### src/rtl/ahb3_adiv5_bridge.sv
// AHB3-Lite slave to ADIv5 MEM-AP bridge.
// Each AHB transfer becomes a short sequence of AP commands (CSW, TAR, DRW)
// pushed into a command FIFO. Every command waits for its response before the
// next one is issued, so at most one command is ever in flight. CSW size and
// TAR address are cached so repeated accesses skip redundant AP writes.
module ahb3_adiv5_bridge #(
    parameter int          TAR_CACHE = 1,
    parameter logic [31:0] CSW_BASE  = 32'h2300_0000
) (
    input  logic        CLK,
    input  logic        RESETn,
    // AHB3-Lite slave
    input  logic        HSEL,
    input  logic [31:0] HADDR,
    input  logic        HWRITE,
    input  logic [1:0]  HTRANS,
    input  logic [2:0]  HSIZE,
    input  logic [31:0] HWDATA,
    input  logic        HREADY,
    output logic        HREADYOUT,
    output logic        HRESP,
    output logic [31:0] HRDATA,
    // ADIv5 command FIFO: {data[31:0], A[3:2], APnDP, RnW}
    output logic [35:0] ADIV5_WRDATA,
    output logic        ADIV5_WREN,
    input  logic        ADIV5_WRFULL,
    // ADIv5 response FIFO: {data[31:0], stat[2:0]}
    input  logic [34:0] ADIV5_RDDATA,
    output logic        ADIV5_RDEN,
    input  logic        ADIV5_RDEMPTY
);

    localparam logic [2:0] S_IDLE = 3'd0;
    localparam logic [2:0] S_CSW  = 3'd1;
    localparam logic [2:0] S_TAR  = 3'd2;
    localparam logic [2:0] S_DRW  = 3'd3;
    localparam logic [2:0] S_RESP = 3'd4;
    localparam logic [2:0] S_DONE = 3'd5;
    localparam logic [2:0] S_ERR1 = 3'd6;
    localparam logic [2:0] S_ERR2 = 3'd7;

    localparam logic [2:0] STAT_OK = 3'b001;

    // Command nibbles: {A[3:2], APnDP, RnW}
    localparam logic [3:0] CMD_CSW_WR = 4'b0010;
    localparam logic [3:0] CMD_TAR_WR = 4'b0110;

    logic [2:0]  state_reg, state_next;
    logic [2:0]  cmd_kind_reg, cmd_kind_next;   // which command RESP is waiting on
    logic        rd_wait_reg, rd_wait_next;     // response popped, data valid this cycle
    logic        run_reg;                        // low during and right after reset

    logic [31:0] haddr_reg;
    logic        hwrite_reg;
    logic [1:0]  hsize_reg;
    logic        first_dp_reg;                   // first data-phase cycle
    logic [31:0] wdata_reg;

    logic        csw_valid_reg;
    logic [1:0]  csw_size_reg;
    logic        tar_valid_reg;
    logic [31:0] tar_addr_reg;

    logic [31:0] hrdata_reg;

    logic        accept;
    logic        can_accept;
    logic        take;
    logic        addr_err;
    logic        csw_need_in;
    logic        tar_need_in;
    logic        tar_need_lat;
    logic        cmd_state;
    logic        push;
    logic        pop;
    logic        sample;
    logic        resp_ok;
    logic        resp_bad;
    logic [31:0] cmd_data;
    logic [3:0]  cmd_bits;
    logic        unused_bits;

    assign unused_bits = HTRANS[0];

    assign accept     = HSEL & HREADY & HTRANS[1];
    assign can_accept = (state_reg == S_IDLE) | (state_reg == S_DONE) | (state_reg == S_ERR2);
    assign take       = accept & can_accept;

    // Sizes above word, or addresses not aligned to the size, are rejected.
    assign addr_err = (HSIZE > 3'd2)
                    | ((HSIZE == 3'd1) & HADDR[0])
                    | ((HSIZE == 3'd2) & (HADDR[1:0] != 2'b00));

    assign csw_need_in  = !csw_valid_reg || (csw_size_reg != HSIZE[1:0]);
    assign tar_need_in  = (TAR_CACHE == 0) || !tar_valid_reg || (tar_addr_reg != HADDR);
    assign tar_need_lat = (TAR_CACHE == 0) || !tar_valid_reg || (tar_addr_reg != haddr_reg);

    assign cmd_state = (state_reg == S_CSW) | (state_reg == S_TAR) | (state_reg == S_DRW);
    assign push      = run_reg & cmd_state & !ADIV5_WRFULL;

    // Pop the awaited response in RESP; anything arriving while no command is
    // outstanding (e.g. for a command aborted by reset) is popped and dropped.
    assign pop = run_reg & !ADIV5_RDEMPTY &
                 (((state_reg == S_RESP) & !rd_wait_reg) |
                  (state_reg == S_IDLE) | (state_reg == S_DONE) |
                  (state_reg == S_ERR1) | (state_reg == S_ERR2));

    assign sample   = (state_reg == S_RESP) & rd_wait_reg;
    assign resp_ok  = sample & (ADIV5_RDDATA[2:0] == STAT_OK);
    assign resp_bad = sample & (ADIV5_RDDATA[2:0] != STAT_OK);

    // Next-state decode for the command sequencer.
    always_comb begin
        state_next    = state_reg;
        cmd_kind_next = cmd_kind_reg;
        rd_wait_next  = rd_wait_reg;
        case (state_reg)
            S_IDLE, S_DONE, S_ERR2: begin
                state_next = S_IDLE;
                if (accept) begin
                    if (addr_err)
                        state_next = S_ERR1;
                    else if (csw_need_in)
                        state_next = S_CSW;
                    else if (tar_need_in)
                        state_next = S_TAR;
                    else
                        state_next = S_DRW;
                end
            end
            S_CSW, S_TAR, S_DRW: begin
                if (push) begin
                    state_next    = S_RESP;
                    cmd_kind_next = state_reg;
                    rd_wait_next  = 1'b0;
                end
            end
            S_RESP: begin
                if (!rd_wait_reg) begin
                    if (pop)
                        rd_wait_next = 1'b1;
                end else begin
                    rd_wait_next = 1'b0;
                    if (resp_bad)
                        state_next = S_ERR1;
                    else begin
                        case (cmd_kind_reg)
                            S_CSW:   state_next = tar_need_lat ? S_TAR : S_DRW;
                            S_TAR:   state_next = S_DRW;
                            default: state_next = S_DONE;
                        endcase
                    end
                end
            end
            S_ERR1:  state_next = S_ERR2;
            default: state_next = S_IDLE;
        endcase
    end

    // Sequencer state registers.
    always_ff @(posedge CLK or negedge RESETn) begin
        if (!RESETn) begin
            state_reg    <= S_IDLE;
            cmd_kind_reg <= S_IDLE;
            rd_wait_reg  <= 1'b0;
            run_reg      <= 1'b0;
        end else begin
            state_reg    <= state_next;
            cmd_kind_reg <= cmd_kind_next;
            rd_wait_reg  <= rd_wait_next;
            run_reg      <= 1'b1;
        end
    end

    // Address-phase capture and write data taken in the first data-phase cycle.
    always_ff @(posedge CLK or negedge RESETn) begin
        if (!RESETn) begin
            haddr_reg    <= 32'h0;
            hwrite_reg   <= 1'b0;
            hsize_reg    <= 2'b00;
            first_dp_reg <= 1'b0;
            wdata_reg    <= 32'h0;
        end else begin
            if (take) begin
                haddr_reg  <= HADDR;
                hwrite_reg <= HWRITE;
                hsize_reg  <= HSIZE[1:0];
            end
            first_dp_reg <= take;
            if (first_dp_reg)
                wdata_reg <= HWDATA;
        end
    end

    // CSW/TAR caches; TAR never auto-increments, so a DRW leaves TAR at haddr.
    always_ff @(posedge CLK or negedge RESETn) begin
        if (!RESETn) begin
            csw_valid_reg <= 1'b0;
            csw_size_reg  <= 2'b00;
            tar_valid_reg <= 1'b0;
            tar_addr_reg  <= 32'h0;
        end else if (resp_bad) begin
            csw_valid_reg <= 1'b0;
            tar_valid_reg <= 1'b0;
        end else if (resp_ok) begin
            if (cmd_kind_reg == S_CSW) begin
                csw_valid_reg <= 1'b1;
                csw_size_reg  <= hsize_reg;
            end else begin
                tar_valid_reg <= 1'b1;
                tar_addr_reg  <= haddr_reg;
            end
        end
    end

    // Read data register, loaded only by a successful DRW read.
    always_ff @(posedge CLK or negedge RESETn) begin
        if (!RESETn)
            hrdata_reg <= 32'h0;
        else if (resp_ok && (cmd_kind_reg == S_DRW) && !hwrite_reg)
            hrdata_reg <= ADIV5_RDDATA[34:3];
    end

    // Command word for the current issuing state.
    always_comb begin
        cmd_data = 32'h0;
        cmd_bits = 4'b0000;
        case (state_reg)
            S_CSW: begin
                cmd_data = CSW_BASE | {30'b0, hsize_reg};
                cmd_bits = CMD_CSW_WR;
            end
            S_TAR: begin
                cmd_data = haddr_reg;
                cmd_bits = CMD_TAR_WR;
            end
            S_DRW: begin
                if (hwrite_reg)
                    cmd_data = first_dp_reg ? HWDATA : wdata_reg;
                cmd_bits = {2'b11, 1'b1, !hwrite_reg};
            end
            default: begin
                cmd_data = 32'h0;
                cmd_bits = 4'b0000;
            end
        endcase
    end

    assign ADIV5_WRDATA = (run_reg & cmd_state) ? {cmd_data, cmd_bits} : 36'h0;
    assign ADIV5_WREN   = push;
    assign ADIV5_RDEN   = pop;

    assign HREADYOUT = can_accept;
    assign HRESP     = (state_reg == S_ERR1) | (state_reg == S_ERR2);
    assign HRDATA    = hrdata_reg;

endmodule

### config.mk
export PLATFORM = sky130hd
export DESIGN_NAME = ahb3_adiv5_bridge
export DESIGN_NICKNAME = d
export VERILOG_FILES = /design/src/rtl/ahb3_adiv5_bridge.sv
export SDC_FILE = /design/constraint.sdc
export NUM_CORES = 1
export LEC_CHECK = 0
export ABC_AREA = 1
export CAP_MARGIN = 5
export CELL_PAD_IN_SITES_DETAIL_PLACEMENT = 0
export CELL_PAD_IN_SITES_GLOBAL_PLACEMENT = 2
export CORE_ASPECT_RATIO = 0.9
export CORE_MARGIN = 2
export CORE_UTILIZATION = 31
export CTS_CLUSTER_SIZE = 20
export DETAILED_ROUTE_END_ITERATION = 16
export GPL_TIMING_DRIVEN = 0
export PLACE_DENSITY_LB_ADDON = 0.1
export SLEW_MARGIN = 40
export SYNTH_ARGS = -nofsm -noshare
export SYNTH_HDL_FRONTEND = slang
export SYNTH_SLANG_ARGS = --single-unit
### constraint.sdc
create_clock -name CLK -period 2.7 [get_ports CLK]
set_input_delay 0.675 -clock CLK [delete_from_list [all_inputs] [get_ports CLK]]
set_output_delay 0.675 -clock CLK [all_outputs]
set_load 0.02 [all_outputs]
==> results.md, run 1 <==
* Status: finished clean
* Hold buffer count at CTS at 0
* Relative slew slack at ~56%
* Hold Crit Class: input port to asynchronous set/reset pin
* Gr ovfl total at 0
* Cells after Synth at 830
* Post-DP HPWL at approximately 16 mm
* Routed WL per cell at ~16 µm
* Die W at ~160 µm
* Final ANT Viol Nets at 0
* Logic pwr share at 34.4%
* CP Capture Type: primary output
* Netlist cell types at 32
* CTS tree: built
* Largest net degree at the start of global routing at ~60
* Core area at around 23,000 µm²
* Post-Syn Area at approximately 7000 µm²
* DRT Wirelength at roughly 22 mm
* Global-route wire length before repair at approximately 35 mm
* Inserted Diodes at 0
* Buf/Inv on CP at 4
* Number of detailed-route iterations in the first pass at 5
* Slew Limit Fails at 0
* Total of max-cap violations at 0
* CTS clk-pin slew, worst paths at 0.06 ns
* Fin. Hold Viols at 0
* Pwr Density at between 800 and 900 nW/µm²
* DR DRC count at 0
* Sequential share of power at approximately 39%
* Most common cell after layout, fill and taps aside: nand2_1
* Clock buffer depth at 2
* Type of the worst setup path: flop to primary output
* RSZ-0062 raised after global routing: yes
* Final net count at ~1,200
* Layout cells sized above 1 at roughly 18%
* CTS root buf: clkbuf_16
* Vias in the first global route at ~6,000
* Die height at 148 µm
* GRT Total Usage at about a fifth
* Fmax achieved at roughly 380 MHz
* Worst setup SP type: flop
* Seq cells post-synth at around 140
* Avg Vias per Cell at between 4 and 5
* TritonCTS Sinks at approximately 140
* Syn avg cell area at between 8 and 9 µm²
* Seq/Total Area, Yosys at 50.2%
* CP peak stage delay at approximately 0.47 ns
* Tmin final at 2.63 ns
* Leakage at 4.78 nW
* Final core occ at between 40% and 50%
* Critical path required time at roughly 2.0 ns
* Net Switching at between 3 and 4 mW
* Non-Filler Instances at around 1,300
* Finished Cell Area at 10,200 µm²
* Crit path DAT at 1.96 ns
* Internal power at about 5.4 mW
* H-tree level count at 4
* IO Pins at ~180
* DP Worst Slack at -0.740 ns
* Vias post-DR at between 6,000 and 7,000
* Yosys warns at 0
* PortBufs at about 180
* Worst-margin pin slew at ~0.65 ns
* Setup Skew at about 0.013 ns
* Initial Utilization at 31.7%
* Placed insts at 1,310
* Post-route worst setup slack at about 0.065 ns
* Clk Latency, worst-skew pair at between 0.4 and 0.5 ns
* Placer Congestion at ~0.76
* Area of placed instances at roughly 9400 µm²
* Slowest-stage cell, CP: dfrtp_2
* Syn nets at about 940
* Initial antenna violation count at 0
* Die area at roughly 24,000 µm²
* Clock share of power at between 20% and 30%
* Commonest cells after routing, fill and taps aside: nand2_1 (238), clkdlybuf4s50_1 (144), dfrtp_1 (141)
* Sw Share at 36.8%
* CTS Buf Count at 17
* Row Count at 52
* # fillers at 2,289
* Area Overhead vs Synth at 42.3%
* Detailed router's first-iteration violation count at 295
* CP Cell Sequence: inv_4 -> nand3_4 -> nor2_4 -> buf_8 -> clkbuf_16 -> nand2_1 -> a21oi_2 -> buf_6
* CP Max Fanout at 5
* Final Cycle Share at ~98%
* Critical path's top delay family: buffers and inverters
* Worst vdd ir at roughly 360 µV
* Final setup vio count at 0
==> final timing paths <==
check / start / end / slack (ns) / cells after the start
max in group asynchronous: RESETn / wdata_reg[17] / 1.67 / 3
min in group CLK: wdata_reg[0] / wdata_reg[0] / 0.49 / 1
min reg2reg: wdata_reg[0] / wdata_reg[0] / 0.49 / 1
max: state_reg[2] / ADIV5_WRDATA[25] / 0.07 / 8
min: RESETn / run_reg / 0.12 / 1
max reg2reg: state_reg[1] / haddr_reg[18] / 0.53 / 8
==> per-layer routing <==
layer / share of wire (%) / global-route usage (%) / wire length, µm / vias up
met5: 0 / 0 / 0 / -
met2: 43 / 27.2 / 9450 / 169
met1: 51 / 28.2 / 11200 / 2786
li1: - / - / - / 3052
met3: 5.7 / 4.35 / 1250 / 6
met4: 0.29 / 3.61 / 64 / 0
==> worst reg2reg max path, cell delays in order, from the launching register on <==
cell      delay (ns)
dfrtp_1         0.37
buf_6           0.14
nor2_4          0.14
nor2_4          0.06
nor2_1          0.21
nand4_2         0.32
inv_1           0.15
clkbuf_1        0.48
o21ai_0         0.16
==> Yosys cell counts <==
| cell type | number | area [µm²] |
|---|---|---|
| nand2_1 | 240 | 901 |
| dfrtp_1 | 144 | 3600 |
| inv_1 | 109 | 409 |
| o21ai_0 | 82 | 410 |
| nor2_1 | 55 | 206 |
| a21oi_1 | 44 | 220 |
| mux2_2 | 32 | 360 |
| mux2_4 | 30 | 450 |
| clkbuf_1 | 19 | 71.3 |
| xnor2_1 | 14 | 123 |
| nand3_1 | 12 | 60.1 |
| xor2_1 | 8 | 70.1 |
| nand4_1 | 7 | 43.8 |
| buf_2 | 5 | 25.0 |
| buf_1 | 3 | 11.3 |
| buf_6 | 3 | 33.8 |
| nor3_1 | 3 | 15.0 |
| o22ai_1 | 3 | 18.8 |
| mux2_1 | 2 | 22.5 |
| nand2_2 | 2 | 12.5 |
| o221ai_1 | 2 | 17.5 |
| a211oi_1 | 1 | 7.51 |
| a31oi_1 | 1 | 6.26 |
| conb_1 | 1 | 3.75 |
| inv_2 | 1 | 3.75 |
| nand3_2 | 1 | 10.0 |
| nand4_2 | 1 | 12.5 |
| nor2_4 | 1 | 11.3 |
| nor4_4 | 1 | 21.3 |
| o2111ai_1 | 1 | 8.76 |
| o31ai_1 | 1 | 7.51 |
| or2_2 | 1 | 6.26 |
==> timing repair <==
item                       CTS  global route
setup endpoints to repair   36            36
setup buffers                5             2
gates cloned                 0             1
pin swaps                    2             4
gates resized for setup    170            59
==> cell type report <==
cell class                      count  area (µm²)  share of cell area (%)
Tap cell                          297         372                    3.63
Timing Repair Buffer              191        1900                    18.6
Inverter                          110         415                    4.06
Buffer                             29         233                    2.28
Multi-Input combinational cell    546        3140                    30.7
Clock inverter                     14         134                    1.31
Clock buffer                       17         425                    4.16
Sequential cell                   144        3610                    35.3
==> stage by stage <==
stage / power [mW] / hold WS, ns / TNS (ns)
6_report: 8.57 / 0.118 / 0
5_1_grt: 9.25 / 0.127 / -0.432
4_1_cts: 8.56 / 0.124 / 0
3_5_place_dp: 6.08 / 0.473 / -21.89
3_3_place_gp: 6.06 / 0.465 / -811.86
2_1_floorplan: 5.00 / 0.379 / 0
==> power groups by stage <==
| stage | combinational (mW) | sequential [mW] | clock (mW) |
|---|---|---|---|
| after floorplan | 1.77 | 3.23 | 0 |
| after global placement | 2.69 | 3.36 | 0 |
| after detailed placement | 2.72 | 3.37 | 0 |
| after CTS | 2.88 | 3.34 | 2.34 |
| after global routing | 3.36 | 3.45 | 2.43 |
| final | 2.95 | 3.35 | 2.27 |
==> cell families after synthesis <==
family	count (synthesis)	share of synthesized area, %
other	1	0.0522
muxes	64	11.6
DFF	144	50.2
buffers and inverters	140	7.71
AOI/OAI and AO/OA	135	9.70
and+or+nand+nor	324	18.1
xor gates and xnor gates	22	2.68
No activity file was read; power rests on OpenSTA's default activity.
==> inputs of run 2 (changes only) <==
- CTS_CLUSTER_SIZE: 20 -> 24
==> results of run 2 <==
Final layout, timing and power as in run 1 (identical DEF).
==> inputs of run 3 (changes only) <==
- CORE_MARGIN: 2 -> 3
==> run 3 against run 2 <==
  * Register-to-register slack lost 0.03 ns
  * Sequential power hardly changed
  * Non-clock buffer count increased by 4
  * Sequential share of layout area down 0.27 points
  * Critical path type unchanged
  * Design area is 0.78% higher
  * Critical path depth unchanged
  * Die area rose by 2.6%
  * Count of clock-buffer cells in the layout up 1
  * Global-route usage is 0.39 points lower
  * Clock power increased by 6%
  * Flip-flop and latch count unchanged
==> results.md, run 3 (synthesis results as in run 1) <==
* Status: finished clean (unchanged)
* DP Worst Slack at -0.739 ns (was -0.740 ns)
* Final core occ at 45.5% (was 45.2%)
* Area of placed instances at 9420 µm² (was 9430 µm²)
* Die height at 150 µm (was 148 µm)
* FF-to-FF Start: state_reg[0] (was state_reg[1])
* Crit path DAT at 1.92 ns (was 1.96 ns)
* CTS root buf: clkbuf_16 (unchanged)
* DR DRC count at 0 (unchanged)
* CP peak stage delay at 0.46 ns (was 0.47 ns)
* Buf/Inv on CP at 4 (unchanged)
* Hold buffer count at CTS at 0 (unchanged)
* Largest net degree at the start of global routing at 69 (was 61)
* Die W at 166 µm (was 164 µm)
* Routed WL per cell at 16.6 µm (was 16.3 µm)
* GRT Total Usage at 18.3% (was 18.6%)
* Clock share of power at 27.5% (was 26.4%)
* Tmin final at 2.60 ns (was 2.63 ns)
* Layout cells sized above 1 at 18.8% (was 18.2%)
* H-tree level count at 4 (unchanged)
* Worst vdd ir at 329 µV (was 360 µV)
* Placed insts at 1,310 (unchanged)
* Initial antenna violation count at 0 (unchanged)
* Critical path's top delay family: buffers and inverters (unchanged)
* Placer Congestion at 0.773 (was 0.764)
* CP Capture Type: primary output (unchanged)
* CTS Buf Count at 17 (unchanged)
* Inserted Diodes at 0 (unchanged)
* Clk Latency, worst-skew pair at 0.42 ns (about the same)
* Vias post-DR at 6,002 (was 6,013)
* Fmax achieved at 385 MHz (was 380 MHz)
* Total of max-cap violations at 0 (unchanged)
* Sequential share of power at 38.4% (was 39.1%)
* Final ANT Viol Nets at 0 (unchanged)
* Number of detailed-route iterations in the first pass at 4 (was 5)
* Setup Skew at 0.0111 ns (was 0.0130 ns)
* Final net count at 1,154 (was 1,150)
* Most common cell after layout, fill and taps aside: nand2_1 (unchanged)
* Logic pwr share at 34.1% (was 34.4%)
* TritonCTS Sinks at 144 (unchanged)
* R2R depth at 7 (was 8)
* Type of the worst setup path: flop to primary output (unchanged)
* Slew Limit Fails at 0 (unchanged)
* Relative slew slack at 53.3% (was 56.4%)
* Global-route wire length before repair at 35.5 mm (was 34.6 mm)
* Net Switching at 3.19 mW (was 3.16 mW)
* CTS clk-pin slew, worst paths at 0.07 ns (was 0.06 ns)
* Row Count at 52 (unchanged)
* Post-route worst setup slack at 0.101 ns (was 0.0654 ns)
* # fillers at 2,257 (was 2,289)
* DRT Wirelength at 22.4 mm (was 21.9 mm)
* Sw Share at 36.6% (was 36.8%)
* Slowest-stage cell, CP: dfrtp_2 (unchanged)
* Leakage at 4.83 nW (was 4.78 nW)
* Setup TNS at 0 ns (unchanged)
* Setup slack, reg-to-reg at 0.50 ns (was 0.53 ns)
* Fin. Hold Viols at 0 (unchanged)
* Clock buffer depth at 2 (unchanged)
* CP Cell Sequence: inv_2 -> nand3_4 -> nor2_4 -> buf_8 -> clkbuf_16 -> nand2_1 -> a21oi_1 -> buf_4 (was inv_4 -> nand3_4 -> nor2_4 -> buf_8 -> clkbuf_16 -> nand2_1 -> a21oi_2 -> buf_6)
* Non-Filler Instances at 1,353 (was 1,348)
* Detailed router's first-iteration violation count at 343 (was 295)
* Final setup vio count at 0 (unchanged)
* Internal power at 5.54 mW (was 5.41 mW)
* RSZ-0062 raised after global routing: yes (unchanged)
* Core area at 22,600 µm² (unchanged)
* Worst-margin pin slew at 0.700 ns (was 0.654 ns)
* Worst setup SP type: flop (unchanged)
* Hold Crit Class: input port to asynchronous set/reset pin (unchanged)
* CP Max Fanout at 6 (was 5)
* PortBufs at 181 (unchanged)
* Avg Vias per Cell at 4.44 (was 4.46)
* Total Power at 8.73 mW (was 8.57 mW)
* Pwr Density at 847 nW/µm² (was 838 nW/µm²)
* Finished Cell Area at 10,300 µm² (was 10,200 µm²)
* Final Cycle Share at 96.2% (was 97.6%)
* IO Pins at 183 (unchanged)
* Vias in the first global route at 6,137 (was 6,062)
* Initial Utilization at 31.7% (unchanged)
* Final Hold Slack at 0.124 ns (was 0.118 ns)
* Gr ovfl total at 0 (unchanged)
* CTS tree: built (unchanged)
* Area Overhead vs Synth at 43.5% (was 42.3%)
* Post-DP HPWL at 16.6 mm (was 16.4 mm)
* Critical path required time at 2.03 ns (about the same)
* Die area at 25,000 µm² (was 24,400 µm²)
* Worst reg2reg path endpoint: haddr_reg[2] (was haddr_reg[18])
* Commonest cells after routing, fill and taps aside: nand2_1 (238), clkdlybuf4s50_1 (144), dfrtp_1 (141) (unchanged)
run 3: cell type report:
cell class                      count  area (µm²)  share of cell area [%]
Sequential cell                   144        3610                    35.0
Multi-Input combinational cell    546        3150                    30.6
Timing Repair Buffer              195        1950                    18.9
Clock buffer                       18         429                    4.16
Inverter                          110         413                    4.01
Tap cell                          297         372                    3.61
Buffer                             29         225                    2.19
Clock inverter                     14         158                    1.53
run 3: worst max path at each step:
stage	slack, ns	cells past startpoint	from	to
after floorplan	0.35	9	state_reg[1]	ADIV5_WRDATA[12]
after global placement	-5.44	1	RESETn	haddr_reg[24]
after detailed placement	-0.74	8	state_reg[1]	ADIV5_WRDATA[34]
after CTS	0.005	11	state_reg[1]	ADIV5_WRDATA[29]
after global routing	-0.01	9	state_reg[2]	ADIV5_WRDATA[5]
final	0.10	8	state_reg[2]	ADIV5_WRDATA[27]
run 3: timing repair:
action / 4_1_cts / 5_1_grt
endpoints found under the setup margin: 35 / 33
resized for setup: 186 / 55
buffers inserted: 7 / 1
cloned: 1 / 3
pin swaps: 2 / 11
run 3: power groups by stage:
stage	combinational (mW)	sequential [mW]	clock [mW]
after floorplan	1.77	3.23	0
after global placement	2.69	3.37	0
after detailed placement	2.71	3.37	0
after CTS	2.90	3.35	2.44
after global routing	3.36	3.45	2.54
final	2.98	3.35	2.40
run 3: metal layers:
layer / track usage (%) / wire, µm / share of wire [%] / vias up
met5: 0 / 0 / 0 / -
met4: 4.21 / 180 / 0.80 / 0
met3: 3.60 / 1010 / 4.5 / 12
met2: 27.4 / 9550 / 43 / 139
met1: 27.3 / 11700 / 52 / 2794
li1: - / - / - / 3057
run 3: worst reg2reg max path, cell delays in order (launching register included):
cell	delay, ns
dfrtp_2	0.46
nor2_4	0.17
nor2_4	0.06
nor2_1	0.19
nand4_2	0.32
inv_1	0.15
clkbuf_1	0.51
o21ai_0	0.19
